### config.mk
export PLATFORM = sky130hd
export DESIGN_NAME = pipeline_ctrl
export DESIGN_NICKNAME = d
export VERILOG_FILES = /design/src/rtl/pipeline_ctrl.sv
export SDC_FILE = /design/constraint.sdc
export NUM_CORES = 1
export LEC_CHECK = 0
export ABC_AREA = 1
export CELL_PAD_IN_SITES_DETAIL_PLACEMENT = 1
export CELL_PAD_IN_SITES_GLOBAL_PLACEMENT = 1
export CORE_MARGIN = 2
export CORE_UTILIZATION = 39
export DETAILED_ROUTE_END_ITERATION = 12
export PLACE_DENSITY = 0.91
export SYNTH_ARGS = -nofsm -noshare
export SYNTH_HDL_FRONTEND = slang
export SYNTH_SLANG_ARGS = --single-unit
export TNS_END_PERCENT = 30
### constraint.sdc
create_clock -name clk -period 2.9 [get_ports clk]
set_input_delay 0.58 -clock clk [delete_from_list [all_inputs] [get_ports clk]]
set_output_delay 0.58 -clock clk [all_outputs]
set_load 0.005 [all_outputs]
### src/rtl/pipeline_ctrl.sv
// pipeline_ctrl
//   Central stall/flush sequencer for the five-stage RISC-V pipeline. It merges
//   the ID load-use hazard, EX redirects (taken branch, jal, jalr) and
//   instruction/data memory wait states into one set of pipeline-register
//   enables and bubble/flush controls. A data-memory wait FSM traps to a sticky
//   error state on timeout. Two saturating performance counters are kept.
//
// Ports
//   clk, rst            clock (rising edge), asynchronous active-low reset
//   rs1_id, rs2_id      source registers of the ID instruction
//   rd_ex, memread_ex   destination / load flag of the EX instruction
//   branch_taken_ex     EX instruction redirects the PC
//   imem_valid          fetch word presented to IF/ID is valid
//   dmem_req_mem        MEM instruction accesses data memory
//   dmem_ready          data memory completes the MEM access this cycle
//   pcwrite, ifidwrite, idexwrite, exmemwrite   pipeline register enables
//   ifid_flush          load a NOP into IF/ID
//   clearcontrol        zero the control signals entering ID/EX
//   memwb_bubble        load a bubble into MEM/WB
//   mem_timeout         sticky data-memory timeout trap
//   stall_cycles        saturating count of RUN/DWAIT cycles with pcwrite=0
//   flush_count         saturating count of branch flushes

module pipeline_ctrl #(
  parameter int RS_WIDTH     = 5,
  parameter int DMEM_TIMEOUT = 16,
  parameter int CNT_WIDTH    = 16
) (
  input  logic                 clk,
  input  logic                 rst,
  input  logic [RS_WIDTH-1:0]  rs1_id,
  input  logic [RS_WIDTH-1:0]  rs2_id,
  input  logic [RS_WIDTH-1:0]  rd_ex,
  input  logic                 memread_ex,
  input  logic                 branch_taken_ex,
  input  logic                 imem_valid,
  input  logic                 dmem_req_mem,
  input  logic                 dmem_ready,
  output logic                 pcwrite,
  output logic                 ifidwrite,
  output logic                 ifid_flush,
  output logic                 clearcontrol,
  output logic                 idexwrite,
  output logic                 exmemwrite,
  output logic                 memwb_bubble,
  output logic                 mem_timeout,
  output logic [CNT_WIDTH-1:0] stall_cycles,
  output logic [CNT_WIDTH-1:0] flush_count
);

  localparam int WC_W = $clog2(DMEM_TIMEOUT + 1);
  localparam logic [WC_W-1:0]      WAIT_LAST = WC_W'(DMEM_TIMEOUT - 1);
  localparam logic [CNT_WIDTH-1:0] CNT_MAX   = {CNT_WIDTH{1'b1}};

  typedef enum logic [1:0] {
    ST_RUN   = 2'd0,
    ST_DWAIT = 2'd1,
    ST_ERR   = 2'd2
  } state_t;

  state_t                state_reg, state_next;
  logic [WC_W-1:0]       wait_cnt_reg, wait_cnt_next;
  logic                  mem_timeout_reg, mem_timeout_next;
  logic [CNT_WIDTH-1:0]  stall_cycles_reg, stall_cycles_next;
  logic [CNT_WIDTH-1:0]  flush_count_reg, flush_count_next;

  logic frozen;
  logic load_use;
  logic flush_evt;
  logic stall_evt;

  // Freeze: an outstanding data access stalls the whole pipeline. In DWAIT the
  // request is already latched downstream, so only dmem_ready matters.
  assign frozen = ((state_reg == ST_RUN)   && dmem_req_mem && !dmem_ready) ||
                  ((state_reg == ST_DWAIT) && !dmem_ready);

  assign load_use = memread_ex && (rd_ex != '0) &&
                    ((rd_ex == rs1_id) || (rd_ex == rs2_id));

  // Next-state logic and combinational control outputs.
  always_comb begin
    state_next       = state_reg;
    wait_cnt_next    = wait_cnt_reg;
    mem_timeout_next = mem_timeout_reg;
    flush_evt        = 1'b0;

    pcwrite      = 1'b1;
    ifidwrite    = 1'b1;
    ifid_flush   = 1'b0;
    clearcontrol = 1'b0;
    idexwrite    = 1'b1;
    exmemwrite   = 1'b1;
    memwb_bubble = 1'b0;

    case (state_reg)
      ST_RUN: begin
        if (frozen) begin
          state_next    = ST_DWAIT;
          wait_cnt_next = '0;
        end
      end
      ST_DWAIT: begin
        if (dmem_ready) begin
          state_next = ST_RUN;
        end else if (wait_cnt_reg == WAIT_LAST) begin
          state_next       = ST_ERR;
          mem_timeout_next = 1'b1;
        end else begin
          wait_cnt_next = wait_cnt_reg + WC_W'(1);
        end
      end
      ST_ERR: begin
        state_next = ST_ERR;
      end
      default: begin
        state_next = ST_RUN;
      end
    endcase

    if ((state_reg == ST_ERR) || frozen) begin
      // Everything holds; MEM/WB receives bubbles.
      pcwrite      = 1'b0;
      ifidwrite    = 1'b0;
      idexwrite    = 1'b0;
      exmemwrite   = 1'b0;
      memwb_bubble = 1'b1;
    end else if (branch_taken_ex) begin
      // Redirect wins over load-use and fetch wait: squash IF/ID and ID/EX.
      ifid_flush   = 1'b1;
      clearcontrol = 1'b1;
      flush_evt    = 1'b1;
    end else if (load_use) begin
      // Hold PC and IF/ID, inject a bubble into EX.
      pcwrite      = 1'b0;
      ifidwrite    = 1'b0;
      clearcontrol = 1'b1;
    end else if (!imem_valid) begin
      // Fetch not ready: keep the PC, feed a NOP into ID, let the rest drain.
      pcwrite    = 1'b0;
      ifid_flush = 1'b1;
    end

    // While reset is held the pipeline is frozen and fully squashed.
    if (!rst) begin
      pcwrite      = 1'b0;
      ifidwrite    = 1'b0;
      idexwrite    = 1'b0;
      exmemwrite   = 1'b0;
      ifid_flush   = 1'b1;
      clearcontrol = 1'b1;
      memwb_bubble = 1'b1;
    end
  end

  assign stall_evt = ((state_reg == ST_RUN) || (state_reg == ST_DWAIT)) && !pcwrite;

  // Saturating counters.
  always_comb begin
    stall_cycles_next = stall_cycles_reg;
    flush_count_next  = flush_count_reg;
    if (stall_evt && (stall_cycles_reg != CNT_MAX)) begin
      stall_cycles_next = stall_cycles_reg + CNT_WIDTH'(1);
    end
    if (flush_evt && (flush_count_reg != CNT_MAX)) begin
      flush_count_next = flush_count_reg + CNT_WIDTH'(1);
    end
  end

  always_ff @(posedge clk or negedge rst) begin
    if (!rst) begin
      state_reg        <= ST_RUN;
      wait_cnt_reg     <= '0;
      mem_timeout_reg  <= 1'b0;
      stall_cycles_reg <= '0;
      flush_count_reg  <= '0;
    end else begin
      state_reg        <= state_next;
      wait_cnt_reg     <= wait_cnt_next;
      mem_timeout_reg  <= mem_timeout_next;
      stall_cycles_reg <= stall_cycles_next;
      flush_count_reg  <= flush_count_next;
    end
  end

  assign mem_timeout  = mem_timeout_reg;
  assign stall_cycles = stall_cycles_reg;
  assign flush_count  = flush_count_reg;

endmodule

==> metrics.txt, run 1 <==
hold buffers post-CTS=0; largest net degree at the start of global routing=around 40; Crit. path cell count=11; Post-Syn Area=around 2600 um^2; H-tree depth=2; clock buffer count from CTS=5; worst-skew pair later-pin latency=just under 0.3 ns; CTS sink cnt=40; Max Slew Vio Count=0; post-DR vias/cell=around 5; synth unique cells=33; grt ovf=0; Reg2Reg Depth=7; Switching Share=0.335; first-pass GRT wire length=about 12000 um; Avg Cell Area, Syn=about 8 um^2; Final Cycle Share=0.969; minimum clock period=approximately 2.8 ns; main combinational cell family by area after synthesis=simple AND/OR/NAND/NOR gates; LEAKAGE=between 1.5 and 2 nW; Synth Area in Adders=0.0192; WP data arrival=approximately 2.2 ns; Main synth FF type=dfrtp_1; number of port buffers=around 60; CP Buf/Inv Count=4; Final Setup Violations=0; share of cells above drive strength 1=0.142; FF+latch area=approximately 1000 um^2; RSZ-0062 raised after global routing=yes; Worst Path Required=~2.3 ns; VDD IR max=~0.36 mV; reg-to-reg setup timing slack=slightly above 0.9 ns; Slew HR=0.593; Crit path max-delay family=buffers and inverters; status=completed; DRT iter0 DRCs=~100; critical path, cell by cell=clkdlybuf4s50_1 -> inv_1 -> nand2_1 -> nand2_1 -> nor2_1 -> nand3_1 -> nand2_2 -> nand3_4 -> nand3_4 -> inv_1 -> clkdlybuf4s50_1; Post-Place Worst Slack=-0.0637 ns; Synth Area in Simple Gates=0.396; core area=about 6400 um^2; Peak Freq=between 300 and 400 MHz; Setup Fix Bufs, Post-CTS=0; via count=~2400; Worst-path clk slew=roughly 0.08 ns; Wirelength per Cell=14.4 um; kind of critical path=in2out; # DRC=0; Root Driver=clkbuf_8; initial antenna violation count=0; Synth Net Count=354; Max-Cap Viols=0; clock skew=0.00591 ns; r2r startpoint=stall_cycles[0]; number of global-route vias before repair=between 2000 and 3000; sw power=~0.00054 W; CTS Buffer Depth=2; Post-Route WL=6770 um; Synth area leaders=dfrtp_1 (38%), nand2_1 (11%), xor2_1 (5.7%); endpoint class of the critical path=output pin; Antenna Nets Post-Route=0; largest area contributor in the netlist=dfrtp_1; HPWL Detailed=5260 um; post-route setup slack=around 0.090 ns; Clk pwr share=0.218; largest fanout on the critical path=3; Initial Util=0.408; die width=85.7 um; area of the multi-input gates=approximately 1400 um^2; Syn-to-layout area delta=29.3%; die height=about 86 um; crit path launch type=input port; crit path max-delay cell type=clkdlybuf4s50_1; CTS tree=built; Antenna diodes=0; synthesized instance count=between 300 and 400; die area=around 7300 um^2; gr usage total=0.204; fillcell total=771; Async S/R FF share, synth=1.00; hold crit path type=in2async; FP Rows=29; worst reg2reg path endpoint=stall_cycles[0]; CP max stage delay=approximately 0.50 ns; share of the synthesized area in the top cell type=0.385; Pwr Total=0.00162 W; post-synthesis compound-gate area fraction=0.0221; Synth Warn #=0; Ports=62; Post-synth EDFFs=0; final hold violations=0; Power Internal=0.00108 W; Pwr Density=roughly 480 nW/um^2; combinational share of power=0.315; Seq/Total Area, Yosys=0.385; register bit total from synthesis=40; Slew @ Worst Pin=around 0.6 ns; register share of total power=0.467; drt pass-1 iters=4; gp weighted congestion=slightly above 0.8; Post-Synth XOR/XNOR Area=0.0976; mux contribution to synthesized area=0; Layout Nets=between 400 and 500
==> worst reg2reg max path, delay by kind of cell, from the launching register on <==
kind          cells  cell delay, ns
fa+ha+maj         1            0.25
flops             1            0.45
simple gates      6            1.24
==> layout make-up <==
class / count / area share
clock buffer: 6 / 0.0216
tap: 77 / 0.0286
multi-input combinational: 239 / 0.414
timing repair buffer: 64 / 0.188
inverter: 44 / 0.0491
clock inverter: 1 / 0.00149
sequential: 40 / 0.298
==> how the worst max path moves through the flow <==
stage	from	end	slack [ns]
floorplan	dmem_req_mem	pcwrite	0.93
global placement	rd_ex[2]	clearcontrol	-0.01
detailed placement	rd_ex[0]	clearcontrol	-0.06
CTS	rd_ex[1]	clearcontrol	0.001
global route	rs2_id[0]	pcwrite	-0.03
finish	rs1_id[4]	pcwrite	0.09
==> power by group through the flow <==
stage               Clock, W  Sequential (W)  Combinational (W)
finish              0.000355        0.000759           0.000511
CTS                 0.000370        0.000761           0.000523
global route        0.000387        0.000776           0.000574
detailed placement         0        0.000770           0.000516
global placement           0        0.000764           0.000493
floorplan                  0        0.000749           0.000254
==> placed cells by master (no fill, tap or decap), drive strengths merged, types with 6 or more instances in the layout <==
cell type      instances
clkdlybuf4s50         54
clkbuf                 6
nand4                 20
xor2                  17
dfrtp                 40
nand2                 99
xnor2                 12
nor2                  38
nor3                  10
o21ai                  6
nand3                 26
inv                   42
==> logic make-up (layout without fill, tap and decap cells) <==
logic type               Yosys count  count (layout)
XOR/XNOR                          29              29
AO/OA/AOI/OAI                     10              10
AND/OR/NAND/NOR                  196             196
buffers and inverters             49             115
flip-flops                        40              40
adder cells (fa/ha/maj)            4               4
==> Yosys cell counts, drive strengths merged, types with 2 or more instances <==
| cell | number |
|---|---|
| clkinv | 2 |
| nor2 | 38 |
| xor2 | 17 |
| nand3 | 26 |
| dfrtp | 40 |
| inv | 42 |
| nand4 | 20 |
| nand2 | 99 |
| o21ai | 6 |
| ha | 4 |
| buf | 4 |
| nor3 | 10 |
| xnor2 | 12 |
| a21oi | 4 |
==> per-layer routing <==
layer	wire [um]	track usage	part of all wire
met1	3130	0.265	0.46
met2	3430	0.361	0.51
met3	165	0.0337	0.024
met4	48	0.0346	0.0071
met5	0	0	0
==> what timing repair did <==
action | 4_1_cts | 5_1_grt
setup endpoints to repair | 1 | 4
gates resized for setup | 4 | 3
endpoints found under the hold margin | 0 | 0
==> metrics by stage <==
stage          setup TNS (ns)  cell area (um^2)  hold WS [ns]  std cells   util
6_report                    0              3360         0.410        471  0.527
3_5_place_dp          -0.0637              3280         0.460        464  0.514
5_1_grt               -0.0328              3360         0.468        471  0.527
4_1_cts                     0              3360         0.433        471  0.526
2_1_floorplan               0              2600         0.284        328      -
3_3_place_gp          -0.0148              3280         0.453        464  0.514
(Power assumes the default switching activity.)
==> run 2: changes to the inputs <==
--- a/config.mk
+++ b/config.mk
@@ -11,7 +11,10 @@
 export CORE_MARGIN = 2
 export CORE_UTILIZATION = 39
 export DETAILED_ROUTE_END_ITERATION = 12
+export GPL_TIMING_DRIVEN = 0
 export PLACE_DENSITY = 0.91
+export SKIP_LAST_GASP = 1
+export SLEW_MARGIN = 20
 export SYNTH_ARGS = -nofsm -noshare
 export SYNTH_HDL_FRONTEND = slang
 export SYNTH_SLANG_ARGS = --single-unit
==> metrics.txt, run 2 (synthesis gave the netlist of run 1 again) <==
most common cell after layout, fill and taps aside=nand2_1 (unchanged); most frequent cells in the layout=nand2_1 (76), clkdlybuf4s50_1 (59), dfrtp_1 (40) (was nand2_1 (76), clkdlybuf4s50_1 (54), dfrtp_1 (40)); worst reg2reg path endpoint=stall_cycles[14] (was stall_cycles[0]); share of cells above drive strength 1=0.151 (was 0.142); Syn-to-layout area delta=31.7% (was 29.3%); clock skew=0.00919 ns (was 0.00591 ns); FP Rows=29 (unchanged); Pwr Density=487 nW/um^2 (was 483 nW/um^2); register share of total power=0.455 (was 0.467); Final Util=0.537 (was 0.527); DRT iter0 DRCs=90 (was 104); endpoint class of the critical path=output pin (unchanged); Reg2Reg Depth=7 (unchanged); Root Driver=clkbuf_8 (unchanged); hold crit path type=in2async (unchanged); Power Internal=0.00111 W (was 0.00108 W); drt pass-1 iters=4 (unchanged); Slew HR=0.634 (was 0.593); core area=6390 um^2 (unchanged); RSZ-0062 raised after global routing=yes (unchanged); largest fanout on the critical path=4 (was 3); CTS tree=built (unchanged); r2r startpoint=stall_cycles[0] (unchanged); number of global-route vias before repair=2625 (was 2537); largest net degree at the start of global routing=24 (was 41); Wirelength per Cell=14.7 um (was 14.4 um); gr usage total=0.206 (was 0.204); Final Setup Violations=0 (unchanged); Layout Nets=423 (was 420); reg-to-reg setup timing slack=1.02 ns (was 0.91 ns); die height=85.7 um (unchanged); sw power=0.000555 W (was 0.000545 W); Post-Route WL=6970 um (was 6770 um); gp weighted congestion=0.842 (was 0.807); LEAKAGE=1.63 nW (was 1.62 nW); Slew @ Worst Pin=0.549 ns (was 0.607 ns); Max Slew Vio Count=0 (unchanged); Initial Util=0.408 (unchanged); combinational share of power=0.311 (was 0.315); Antenna Nets Post-Route=0 (unchanged); Ports=62 (unchanged); HPWL Detailed=5470 um (was 5260 um); die width=85.7 um (unchanged); Max-Cap Viols=0 (unchanged); kind of critical path=in2out (unchanged); Worst Path Required=2.32 ns (about the same); Antenna diodes=0 (unchanged); Switching Share=0.332 (was 0.335); worst-skew pair later-pin latency=0.30 ns (was 0.29 ns); final hold violations=0 (unchanged); Worst-path clk slew=0.08 ns (about the same); VDD IR max=0.380 mV (was 0.356 mV); crit path launch type=input port (unchanged); H-tree depth=2 (unchanged); first-pass GRT wire length=12200 um (was 12100 um); Clk pwr share=0.233 (was 0.218); CTS sink cnt=40 (unchanged); hold buffers post-CTS=0 (unchanged); # DRC=0 (unchanged); number of port buffers=61 (unchanged); CTS Buffer Depth=2 (unchanged); post-DR vias/cell=5.12 (was 5.00); clock buffer count from CTS=5 (unchanged); Final Cycle Share=0.996 (was 0.969); status=completed (unchanged); via count=2434 (was 2353); Peak Freq=346 MHz (was 356 MHz); initial antenna violation count=0 (unchanged); minimum clock period=2.89 ns (was 2.81 ns); WP data arrival=2.31 ns (was 2.23 ns); grt ovf=0 (unchanged); Worst Hold Margin=0.258 ns (was 0.410 ns); fillcell total=792 (was 771); die area=7340 um^2 (unchanged)
==> run 2: changes by cell type in the layout (fill, tap and decap cells not counted), sizes merged <==
cell           change
dlymetal6s2s       -2
clkbuf             +1
clkdlybuf4s50      +5
dlygate4sd2        -3
buf                +2
clkinv             +1
==> run 2: through the flow <==
| stage | cell area, um^2 | setup TNS [ns] | setup WS [ns] | std cells | power (W) |
|---|---|---|---|---|---|
| after floorplan | 2600 | 0 | 0.930 | 328 | 0.00100 |
| after global placement | 3310 | -19.63 | -1.61 | 466 | 0.00126 |
| after detailed placement | 3330 | -0.293 | -0.238 | 467 | 0.00129 |
| after CTS | 3420 | -0.0580 | -0.0499 | 475 | 0.00169 |
| after global routing | 3430 | -0.340 | -0.124 | 475 | 0.00178 |
| final | 3430 | 0 | 0.0115 | 475 | 0.00167 |
==> run 2: worst max-delay path by stage <==
stage | start | to | cells past startpoint
final | rd_ex[0] | ifid_flush | 11
after CTS | rd_ex[0] | clearcontrol | 10
after global placement | rst | pcwrite | 7
after global routing | rd_ex[0] | ifid_flush | 11
after detailed placement | rd_ex[0] | pcwrite | 12
after floorplan | dmem_req_mem | pcwrite | 6
==> run 2: per-layer routing <==
metal | up-vias | global-route usage | share of wire | routed length, um
met5 | - | 0 | 0 | 0
met4 | 0 | 0.0649 | 0.020 | 138
met3 | 15 | 0.0356 | 0.028 | 194
met2 | 50 | 0.367 | 0.52 | 3650
met1 | 1191 | 0.253 | 0.43 | 2990
li1 | 1178 | - | - | -
==> run 2: final cells by class <==
class | instances | area, um^2 | area share
Sequential cell | 40 | 1000 | 0.292
Buffer | 4 | 36.3 | 0.0106
Multi-Input combinational cell | 239 | 1390 | 0.406
Tap cell | 77 | 96.3 | 0.0281
Clock inverter | 2 | 10.0 | 0.00292
Clock buffer | 6 | 82.6 | 0.0241
Inverter | 44 | 165 | 0.0482
Timing Repair Buffer | 63 | 643 | 0.188
==> run 2: worst max-delay path, cell delays in order <==
cell	delay (ns)
clkdlybuf4s50_1	0.52
inv_1	0.08
nand2_1	0.06
nand2_1	0.06
nor2_1	0.11
nand3_1	0.09
nand2_2	0.11
nand3_4	0.10
nand2_1	0.08
nand2_1	0.05
clkdlybuf4s50_1	0.48
==> run 2: power groups by stage <==
stage / Sequential [W] / Combinational, W / Clock, W
2_1_floorplan: 0.000749 / 0.000254 / 0
3_3_place_gp: 0.000766 / 0.000496 / 0
3_5_place_dp: 0.000769 / 0.000526 / 0
4_1_cts: 0.000760 / 0.000530 / 0.000398
5_1_grt: 0.000778 / 0.000583 / 0.000422
6_report: 0.000760 / 0.000520 / 0.000390
==> run 2: repair_timing <==
action                                  in CTS  in global routing
gates resized for setup                      0                  1
hold endpoints to repair                     0                  0
setup buffers                                1                  0
endpoints found under the setup margin       3                  4
pin swaps                                    0                  0
==> run 3: changes to the inputs <==
--- a/config.mk
+++ b/config.mk
@@ -9,10 +9,10 @@
 export CELL_PAD_IN_SITES_DETAIL_PLACEMENT = 1
 export CELL_PAD_IN_SITES_GLOBAL_PLACEMENT = 1
 export CORE_MARGIN = 2
-export CORE_UTILIZATION = 39
+export CORE_UTILIZATION = 36
 export DETAILED_ROUTE_END_ITERATION = 12
 export GPL_TIMING_DRIVEN = 0
-export PLACE_DENSITY = 0.91
+export PLACE_DENSITY = 0.86
 export SKIP_LAST_GASP = 1
 export SLEW_MARGIN = 20
 export SYNTH_ARGS = -nofsm -noshare
==> constraint.sdc (replaced) <==
create_clock -name clk -period 3.1 [get_ports clk]
set_input_delay 0.62 -clock clk [delete_from_list [all_inputs] [get_ports clk]]
set_output_delay 0.62 -clock clk [all_outputs]
set_load 0.005 [all_outputs]
==> metrics.txt, run 3 (synthesis gave the netlist of run 1 again) <==
Layout Nets=423 (unchanged); CTS Buffer Depth=2 (unchanged); kind of critical path=in2out (unchanged); status=completed (unchanged); LEAKAGE=1.63 nW (about the same); DR top layer=met4 (unchanged); die area=7930 um^2 (was 7340 um^2); met1 wire length=2880 um (was 2990 um); via count=2399 (was 2434); grt ovf=0 (unchanged); first-pass GRT wire length=11400 um (was 12200 um); minimum clock period=between 2 and 3 ns; HPWL Detailed=5340 um (was 5470 um); # DRC=0 (unchanged); Slew HR=0.661 (was 0.634); clock buffer count from CTS=5 (unchanged); Syn-to-layout area delta=33.2% (was 31.7%); critical path, cell by cell=clkdlybuf4s50_1 -> inv_2 -> nand4_1 -> o21ai_0 -> inv_1 -> nand3_4 -> nand3_4 -> inv_1 -> clkdlybuf4s50_1 (was clkdlybuf4s50_1 -> inv_1 -> nand2_1 -> nand2_1 -> nor2_1 -> nand3_1 -> nand2_2 -> nand3_4 -> nand2_1 -> nand2_1 -> clkdlybuf4s50_1); Pwr Total=0.00165 W (was 0.00167 W); WL met2=3660 um (was 3650 um); r2r startpoint=stall_cycles[0] (unchanged); register share of total power=0.432 (was 0.455); worst-skew pair later-pin latency=0.30 ns (about the same); Max-Cap Viols=0 (unchanged); Reg2Reg Depth=7 (unchanged); die width=89.0 um (was 85.7 um); reg-to-reg setup timing slack=1.21 ns (was 1.02 ns); Clk pwr share=0.272 (was 0.233); Power Internal=0.00111 W (about the same); CTS sink cnt=40 (unchanged); Worst Path Required=2.48 ns (was 2.32 ns); Pwr Density=477 nW/um^2 (was 487 nW/um^2); largest fanout on the critical path=3 (was 4); CTS tree=built (unchanged); most frequent cells in the layout=nand2_1 (76), clkdlybuf4s50_1 (59), dfrtp_1 (40) (unchanged); core area=6910 um^2 (was 6390 um^2); Final Setup Violations=0 (unchanged); Final Cycle Share=0.949; Post-Route WL=6790 um (was 6970 um); Max Slew Vio Count=0 (unchanged); worst reg2reg path endpoint=stall_cycles[10] (was stall_cycles[14]); die height=89.0 um (was 85.7 um); WP data arrival=2.32 ns (was 2.31 ns); VDD IR max=0.356 mV (was 0.380 mV); gp weighted congestion=0.872 (was 0.842); final hold violations=0 (unchanged); Antenna Nets Post-Route=0 (unchanged); Ports=62 (unchanged); hold crit path type=in2async (unchanged); DRT iter0 DRCs=59 (was 90); endpoint class of the critical path=output pin (unchanged); RSZ-0062 raised after global routing=no (was yes); gr usage total=0.183 (was 0.206); Switching Share=0.331 (was 0.332); Wirelength per Cell=13.7 um (was 14.7 um); sw power=0.000547 W (was 0.000555 W); initial antenna violation count=0 (unchanged); combinational share of power=0.297 (was 0.311); Worst-path clk slew=0.09 ns (was 0.08 ns); clock skew=0.0130 ns (was 0.00919 ns); Initial Util=0.377 (was 0.408); crit path max-delay cell type=clkdlybuf4s50_1 (unchanged); FP Rows=30 (was 29); met3 wire length=150 um (was 194 um); Worst Hold Margin=0.263 ns (was 0.258 ns); Root Driver=clkbuf_8 (unchanged); H-tree depth=2 (unchanged); CP max stage delay=0.50 ns (was 0.52 ns); number of global-route vias before repair=2537 (was 2625); largest net degree at the start of global routing=26 (was 24); Antenna diodes=0 (unchanged); Peak Freq=approximately 340 MHz; share of cells above drive strength 1=0.151 (unchanged); most common cell after layout, fill and taps aside=nand2_1 (unchanged); Slew @ Worst Pin=0.508 ns (was 0.549 ns); number of port buffers=61 (unchanged); drt pass-1 iters=4 (unchanged); crit path launch type=input port (unchanged); post-DR vias/cell=4.86 (was 5.12)
==> run 3: cell count changes in the layout (fill, tap and decap cells not counted), sizes merged <==
cell,change
clkbuf,-1
inv,+1
bufinv,+1
clkinvlp,+1
clkinv,-2
==> run 3: timing repair <==
action                                  in CTS  in global routing
resized for setup                            0                  1
endpoints found under the setup margin       1                  1
hold buffers                                 0                  0
gates cloned                                 0                  0
setup buffers                                1                  0
==> run 3: worst max path at each step <==
stage | start | end | cells after the start
4_1_cts | rd_ex[0] | clearcontrol | 10
3_5_place_dp | rd_ex[3] | pcwrite | 10
2_1_floorplan | dmem_req_mem | pcwrite | 6
6_report | rd_ex[3] | pcwrite | 9
5_1_grt | rd_ex[3] | pcwrite | 9
3_3_place_gp | rst | pcwrite | 7
==> run 3: layer usage <==
layer,up-vias,GRT usage
met5,-,0
met4,0,0.0529
met3,9,0.0277
met2,43,0.348
met1,1170,0.210
li1,1177,-
==> run 3: power groups by stage <==
stage                     registers [W]  clock network (W)  logic (W)
final                          0.000714           0.000449   0.000491
after global routing           0.000730           0.000481   0.000546
after CTS                      0.000714           0.000459   0.000499
after detailed placement       0.000723                  0   0.000494
after global placement         0.000717                  0   0.000464
after floorplan                0.000701                  0   0.000237
==> run 3: cell type report <==
class	count	area [um^2]
flip-flops and latches	40	1000
multi-input cells	239	1390
fillers	876	3440
inverters	44	165
plain buffers	4	36.3
clock buffers	5	68.8
clock inverters	3	46.3
well taps	96	120
repair buffers	63	636
==> run 3: critical path, delay by kind of cell <==
kind            cells  cell delay [ns]
buf+inv             5             1.25
compound gates      1             0.17
simple gates        3             0.29
==> run 3: through the flow <==
step	TNS, ns	setup slack [ns]	utilization	instances	area [um^2]
3_3_place_gp	-15.80	-1.48	0.483	485	3330
5_1_grt	0	0.0435	0.502	494	3470
6_report	0	0.157	0.502	494	3470
2_1_floorplan	0	1.05	-	328	2600
3_5_place_dp	-0.163	-0.163	0.485	486	3350
4_1_cts	0	0.0155	0.501	494	3460
